### src/rtl/exe_issue_ctrl.sv
// ID->EXE pipeline sequencing: stage write/flush strobes plus the MDU occupancy FSM.
// Optional macro EXE_LOADUSE_STALL_EN compiles in load-use bubble insertion.
module exe_issue_ctrl #(
  parameter int DIV_CYCLES = 32,
  parameter int MUL_CYCLES = 2
) (
  input  logic       clk,
  input  logic       rst,
  input  logic       Exc_Flush,
  input  logic       MEM_Stall,
  input  logic       EXE_MDUReq,
  input  logic       EXE_MDUIsDiv,
  input  logic       EXE_IsLoad,
  input  logic [4:0] EXE_rt,
  input  logic [4:0] ID_rs,
  input  logic [4:0] ID_rt,
  input  logic       ID_ReadsRs,
  input  logic       ID_ReadsRt,
  output logic       PC_Wr,
  output logic       ID_Wr,
  output logic       EXE_Wr,
  output logic       ID_Flush,
  output logic       EXE_Flush,
  output logic       MDU_Start,
  output logic       MDU_Flush,
  output logic       MDU_Busy
);

  localparam int MAX_CYCLES = (DIV_CYCLES > MUL_CYCLES) ? DIV_CYCLES : MUL_CYCLES;
  localparam int CNT_W      = $clog2(MAX_CYCLES) + 1;

  typedef enum logic [1:0] {S_IDLE, S_BUSY, S_DONE, S_FLUSH} state_t;

  state_t             state_reg, state_next;
  logic [CNT_W-1:0]   cnt_reg, cnt_next;
  logic               load_use;
  logic               mdu_stall;

`ifdef EXE_LOADUSE_STALL_EN
  always_comb begin
    load_use = EXE_IsLoad && (EXE_rt != 5'd0) &&
               (((EXE_rt == ID_rs) && ID_ReadsRs) || ((EXE_rt == ID_rt) && ID_ReadsRt));
  end
`else
  // Hazard inputs are unused here; forwarding from MEM covers load-use.
  logic unused_loaduse;
  assign unused_loaduse = ^{EXE_IsLoad, EXE_rt, ID_rs, ID_rt, ID_ReadsRs, ID_ReadsRt};
  assign load_use = 1'b0;
`endif

  always_ff @(posedge clk or negedge rst) begin
    if (!rst) begin
      state_reg <= S_IDLE;
      cnt_reg   <= '0;
    end else begin
      state_reg <= state_next;
      cnt_reg   <= cnt_next;
    end
  end

  always_comb begin
    state_next = state_reg;
    cnt_next   = cnt_reg;
    if (Exc_Flush) begin
      state_next = ((state_reg == S_BUSY) || (state_reg == S_DONE)) ? S_FLUSH : S_IDLE;
    end else begin
      case (state_reg)
        S_IDLE: begin
          if (EXE_MDUReq && !MEM_Stall) begin
            state_next = S_BUSY;
            cnt_next   = EXE_MDUIsDiv ? CNT_W'(DIV_CYCLES - 1) : CNT_W'(MUL_CYCLES - 1);
          end
        end
        // The count runs regardless of MEM_Stall: the MDU keeps computing.
        S_BUSY: begin
          if (cnt_reg == '0) state_next = S_DONE;
          else               cnt_next   = cnt_reg - 1'b1;
        end
        S_DONE:  if (EXE_Wr) state_next = S_IDLE;
        S_FLUSH: state_next = S_IDLE;
        default: state_next = S_IDLE;
      endcase
    end
  end

  always_comb begin
    PC_Wr     = 1'b1;
    ID_Wr     = 1'b1;
    EXE_Wr    = 1'b1;
    ID_Flush  = 1'b0;
    EXE_Flush = 1'b0;
    mdu_stall = ((state_reg == S_IDLE) && EXE_MDUReq) || (state_reg == S_BUSY);
    MDU_Start = (state_reg == S_IDLE) && EXE_MDUReq && !Exc_Flush && !MEM_Stall;
    MDU_Flush = (state_reg == S_FLUSH);
    MDU_Busy  = (state_reg == S_BUSY);
    if (Exc_Flush) begin
      ID_Flush  = 1'b1;
      EXE_Flush = 1'b1;
    end else if (MEM_Stall || mdu_stall) begin
      PC_Wr  = 1'b0;
      ID_Wr  = 1'b0;
      EXE_Wr = 1'b0;
    end else if (load_use) begin
      PC_Wr     = 1'b0;
      ID_Wr     = 1'b0;
      EXE_Flush = 1'b1;
    end
  end

endmodule

### config.mk
export PLATFORM = sky130hd
export DESIGN_NAME = exe_issue_ctrl
export DESIGN_NICKNAME = d
export VERILOG_FILES = /design/src/rtl/exe_issue_ctrl.sv
export SDC_FILE = /design/constraint.sdc
export NUM_CORES = 1
export LEC_CHECK = 0
export CAP_MARGIN = 20
export CORE_ASPECT_RATIO = 1.75
export CORE_MARGIN = 2
export CORE_UTILIZATION = 30
export DETAILED_ROUTE_END_ITERATION = 10
export GPL_TIMING_DRIVEN = 0
export PLACE_DENSITY = 0.71
export SYNTH_ARGS = -nofsm -noshare
export SYNTH_HDL_FRONTEND = slang
export SYNTH_SLANG_ARGS = --single-unit
### constraint.sdc
create_clock -name clk -period 4.8 [get_ports clk]
set_input_delay 0.96 -clock clk [delete_from_list [all_inputs] [get_ports clk]]
set_output_delay 0.96 -clock clk [all_outputs]
set_load 0.01 [all_outputs]
==> impl_summary.log <==
INFO  metric floorplan.die_area = 2790 µm²
INFO  metric synth_async_sr_flop_share = 1.00
INFO  metric power.ir.vdd_worst = 0.324 mV
INFO  metric worst-endpoint-arrival = 2.53 ns
INFO  metric cp.buffers_inverters = 5
INFO  metric dr_total_vias = 626
INFO  metric dr.first_iter.drc_count = 4
INFO  metric maximum_number_of_pins_on_one_net_before_global_route_repair = 11
INFO  metric clk_pin_slew_worst_paths = 0.04 ns
INFO  metric final_layout_size_suffix_gt1_frac = 0.160
INFO  metric run_status = finished clean
INFO  metric worstPathRequired = 3.84 ns
INFO  metric synth_cell_type_count = 35
INFO  metric timing.critical_path.from_type = register
INFO  metric worstMarginPinSlew = between 0.4 and 0.5 ns
INFO  metric syn_avg_cell_area = 9.13 µm²
INFO  metric relSlewSlack = 0.702
INFO  metric cts_resized = 0
INFO  metric floorplan.core_area = 2270 µm²
INFO  metric portion_of_the_post_synthesis_area_used_by_sequential_elements = 0.281
INFO  metric routed_wire_length_per_instance = 12.9 µm
INFO  metric post_cts_setup_buffer_count = 0
INFO  metric yosysWarnings = 0
INFO  metric die-height = 68.4 µm
INFO  metric layout.cells.most_common = sky130_fd_sc_hd__clkdlybuf4s50_1
INFO  metric total_count_of_hold_check_failures_in_the_final_report = 0
INFO  metric finalCritPeriodShare = 0.727
INFO  metric finish.net_count = 127
INFO  metric cts_tree = yes
INFO  metric clock_tree.buffer_depth = 2
INFO  metric num-fill-cells = 231
INFO  metric setup_viol_count_final = 0
INFO  metric sequential_cell_area = roughly 200 µm²
INFO  metric worst_path_max_delay_cell = sky130_fd_sc_hd__clkdlybuf4s50_1
INFO  metric viasPerCell = 5.26
INFO  metric cp_cell_sequence = inv_1 -> ha_1 -> buf_2 -> clkbuf_1 -> a211oi_1 -> or2_2 -> buf_4 -> clkdlybuf4s50_1
INFO  metric grt_pass1_wl = approximately 2700 µm
INFO  metric hp-class = register to register
INFO  metric holdBufCountCts = 0
INFO  metric place_hpwl = ~1200 µm
INFO  metric finish.cell_count_without_fillers = roughly 120
INFO  metric ant_nets = 0
INFO  metric place_inst = 116
INFO  metric area_growth_syn_to_layout = 28.5%
INFO  metric initial_utilization = 0.313
INFO  metric placement.io_buffers = 13
INFO  metric synth_enable_flop_cells = 0
INFO  metric clock_tree.root_cell = sky130_fd_sc_hd__clkbuf_8
INFO  metric cts_max_level = 1
INFO  metric finalSetupTns = 0 ns
INFO  metric gp_congestion = 0.816
INFO  metric crit_fanout = 10
INFO  metric rsz0062_at_grt = false
INFO  metric register_bit_total_from_synthesis = 8
INFO  metric timing.critical_path.max_delay_family = buffers and inverters
INFO  metric grt_antenna_before_repair = 0
INFO  metric fmaxAchievable = 0.287 GHz
INFO  metric dominantRegCellSynth = sky130_fd_sc_hd__dfrtp_1
INFO  metric cp_slowest_stage_delay = around 0.47 ns
INFO  metric detail_route.first_pass.iterations = 4
INFO  metric dieWidth = 40.8 µm
INFO  metric vias_in_the_first_global_route = 667
INFO  metric clock_skew = between 0.004 and 0.005 ns
INFO  metric gr-usage-all-layers = 0.145
INFO  metric cts_sinks = 8
INFO  metric drc = 0
INFO  metric p_leak = 0.391 nW
INFO  metric clock_buffer_count_from_cts = 3
INFO  metric power.density = 537 nW/µm²
INFO  metric setup.worst_path.class = register to primary output
INFO  metric count_of_maximum_capacitance_violations = 0
INFO  metric top_level_ports = 32
INFO  metric layout.cells.most_common_list = 13 x sky130_fd_sc_hd__clkdlybuf4s50_1, 8 x sky130_fd_sc_hd__dfrtp_1, 7 x sky130_fd_sc_hd__o21ai_0, 7 x sky130_fd_sc_hd__ha_1
INFO  metric synthCells = 78
INFO  metric residual_overflow_from_global_routing = 0
INFO  metric mappedNetlistArea = roughly 710 µm²
INFO  metric final.setup.worst_slack = 1.31 ns
INFO  metric placementRows = 23
INFO  metric flip_flop_count_of_the_largest_register_after_layout = 6
INFO  metric clkLatencyLatePin = 0.23 ns
INFO  metric syn_nets = roughly 110
INFO  metric critical_path.endpoint_type = primary output
INFO  metric finalWirelength = roughly 1500 µm
INFO  metric finish.utilization = 0.402
INFO  metric timing.final.crit_period = roughly 3.5 ns
INFO  metric slew_viol_final = 0
INFO  metric dp_slack = 1.32 ns
INFO  metric diodes = 0
INFO  metric multi_input_area = 439 µm²
## cells by family after synthesis
family / count (synthesis) / synth area share
flops: 8 / 0.281
buf+inv: 13 / 0.102
mux: 4 / 0.0562
fa+ha+maj: 7 / 0.123
simple gates: 26 / 0.241
compound gates: 20 / 0.197
## per-layer routing
| metal | wire (µm) | vias up | global-route usage |
|---|---|---|---|
| li1 | - | 311 | - |
| met1 | 559 | 297 | 0.149 |
| met2 | 885 | 13 | 0.242 |
| met3 | 50 | 5 | 0.0325 |
| met4 | 38 | 0 | 0.0958 |
| met5 | 0 | - | 0 |
## final timing paths
path,startpoint,end,slack (ns),cells past startpoint
worst max-delay path,state_reg[1],PC_Wr,1.31,8
worst min-delay path,cnt_reg[0],cnt_reg[0],0.56,1
worst max register to register,state_reg[1],cnt_reg[1],2.85,7
worst min register to register,cnt_reg[0],cnt_reg[0],0.56,1
max in group asynchronous,rst,state_reg[1],3.50,1
min in group asynchronous,rst,cnt_reg[0],1.02,1
## cell type report
| type | count | area share |
|---|---|---|
| flip-flops and latches | 8 | 0.219 |
| inverters | 6 | 0.0246 |
| plain buffers | 7 | 0.0547 |
| well taps | 25 | 0.0342 |
| repair buffers | 13 | 0.142 |
| clock buffers | 3 | 0.0451 |
| multi-input cells | 57 | 0.480 |
## stage by stage
step	hold slack, ns	cell area, µm²	power (mW)
after floorplan	0.498	712	0.328
after global placement	0.539	873	0.400
after detailed placement	0.551	873	0.411
after CTS	0.560	915	0.495
after global routing	0.581	915	0.543
final	0.562	915	0.491
## report_power, final
group | switching (mW) | leakage [nW] | internal [mW]
registers | 0.0391 | 0.0953 | 0.0999
logic | 0.142 | 0.274 | 0.129
clock network | 0.0267 | 0.0216 | 0.0543
total | 0.207 | 0.391 | 0.284
## synthesized netlist by cell type (2+ instances only)
library cell	number	area, µm²
sky130_fd_sc_hd__a41oi_1	2	17.5
sky130_fd_sc_hd__mux2i_1	4	40.0
sky130_fd_sc_hd__inv_1	6	22.5
sky130_fd_sc_hd__nor2_1	6	22.5
sky130_fd_sc_hd__nand2b_1	3	18.8
sky130_fd_sc_hd__o31a_1	2	17.5
sky130_fd_sc_hd__nor2b_1	2	12.5
sky130_fd_sc_hd__buf_4	4	30.0
sky130_fd_sc_hd__dfrtp_1	8	200
sky130_fd_sc_hd__nand3_1	2	10.0
sky130_fd_sc_hd__o21ai_0	7	35.0
sky130_fd_sc_hd__nor3_1	3	15.0
sky130_fd_sc_hd__ha_1	7	87.6
Note: power is estimated with default switching activity, not from simulation.
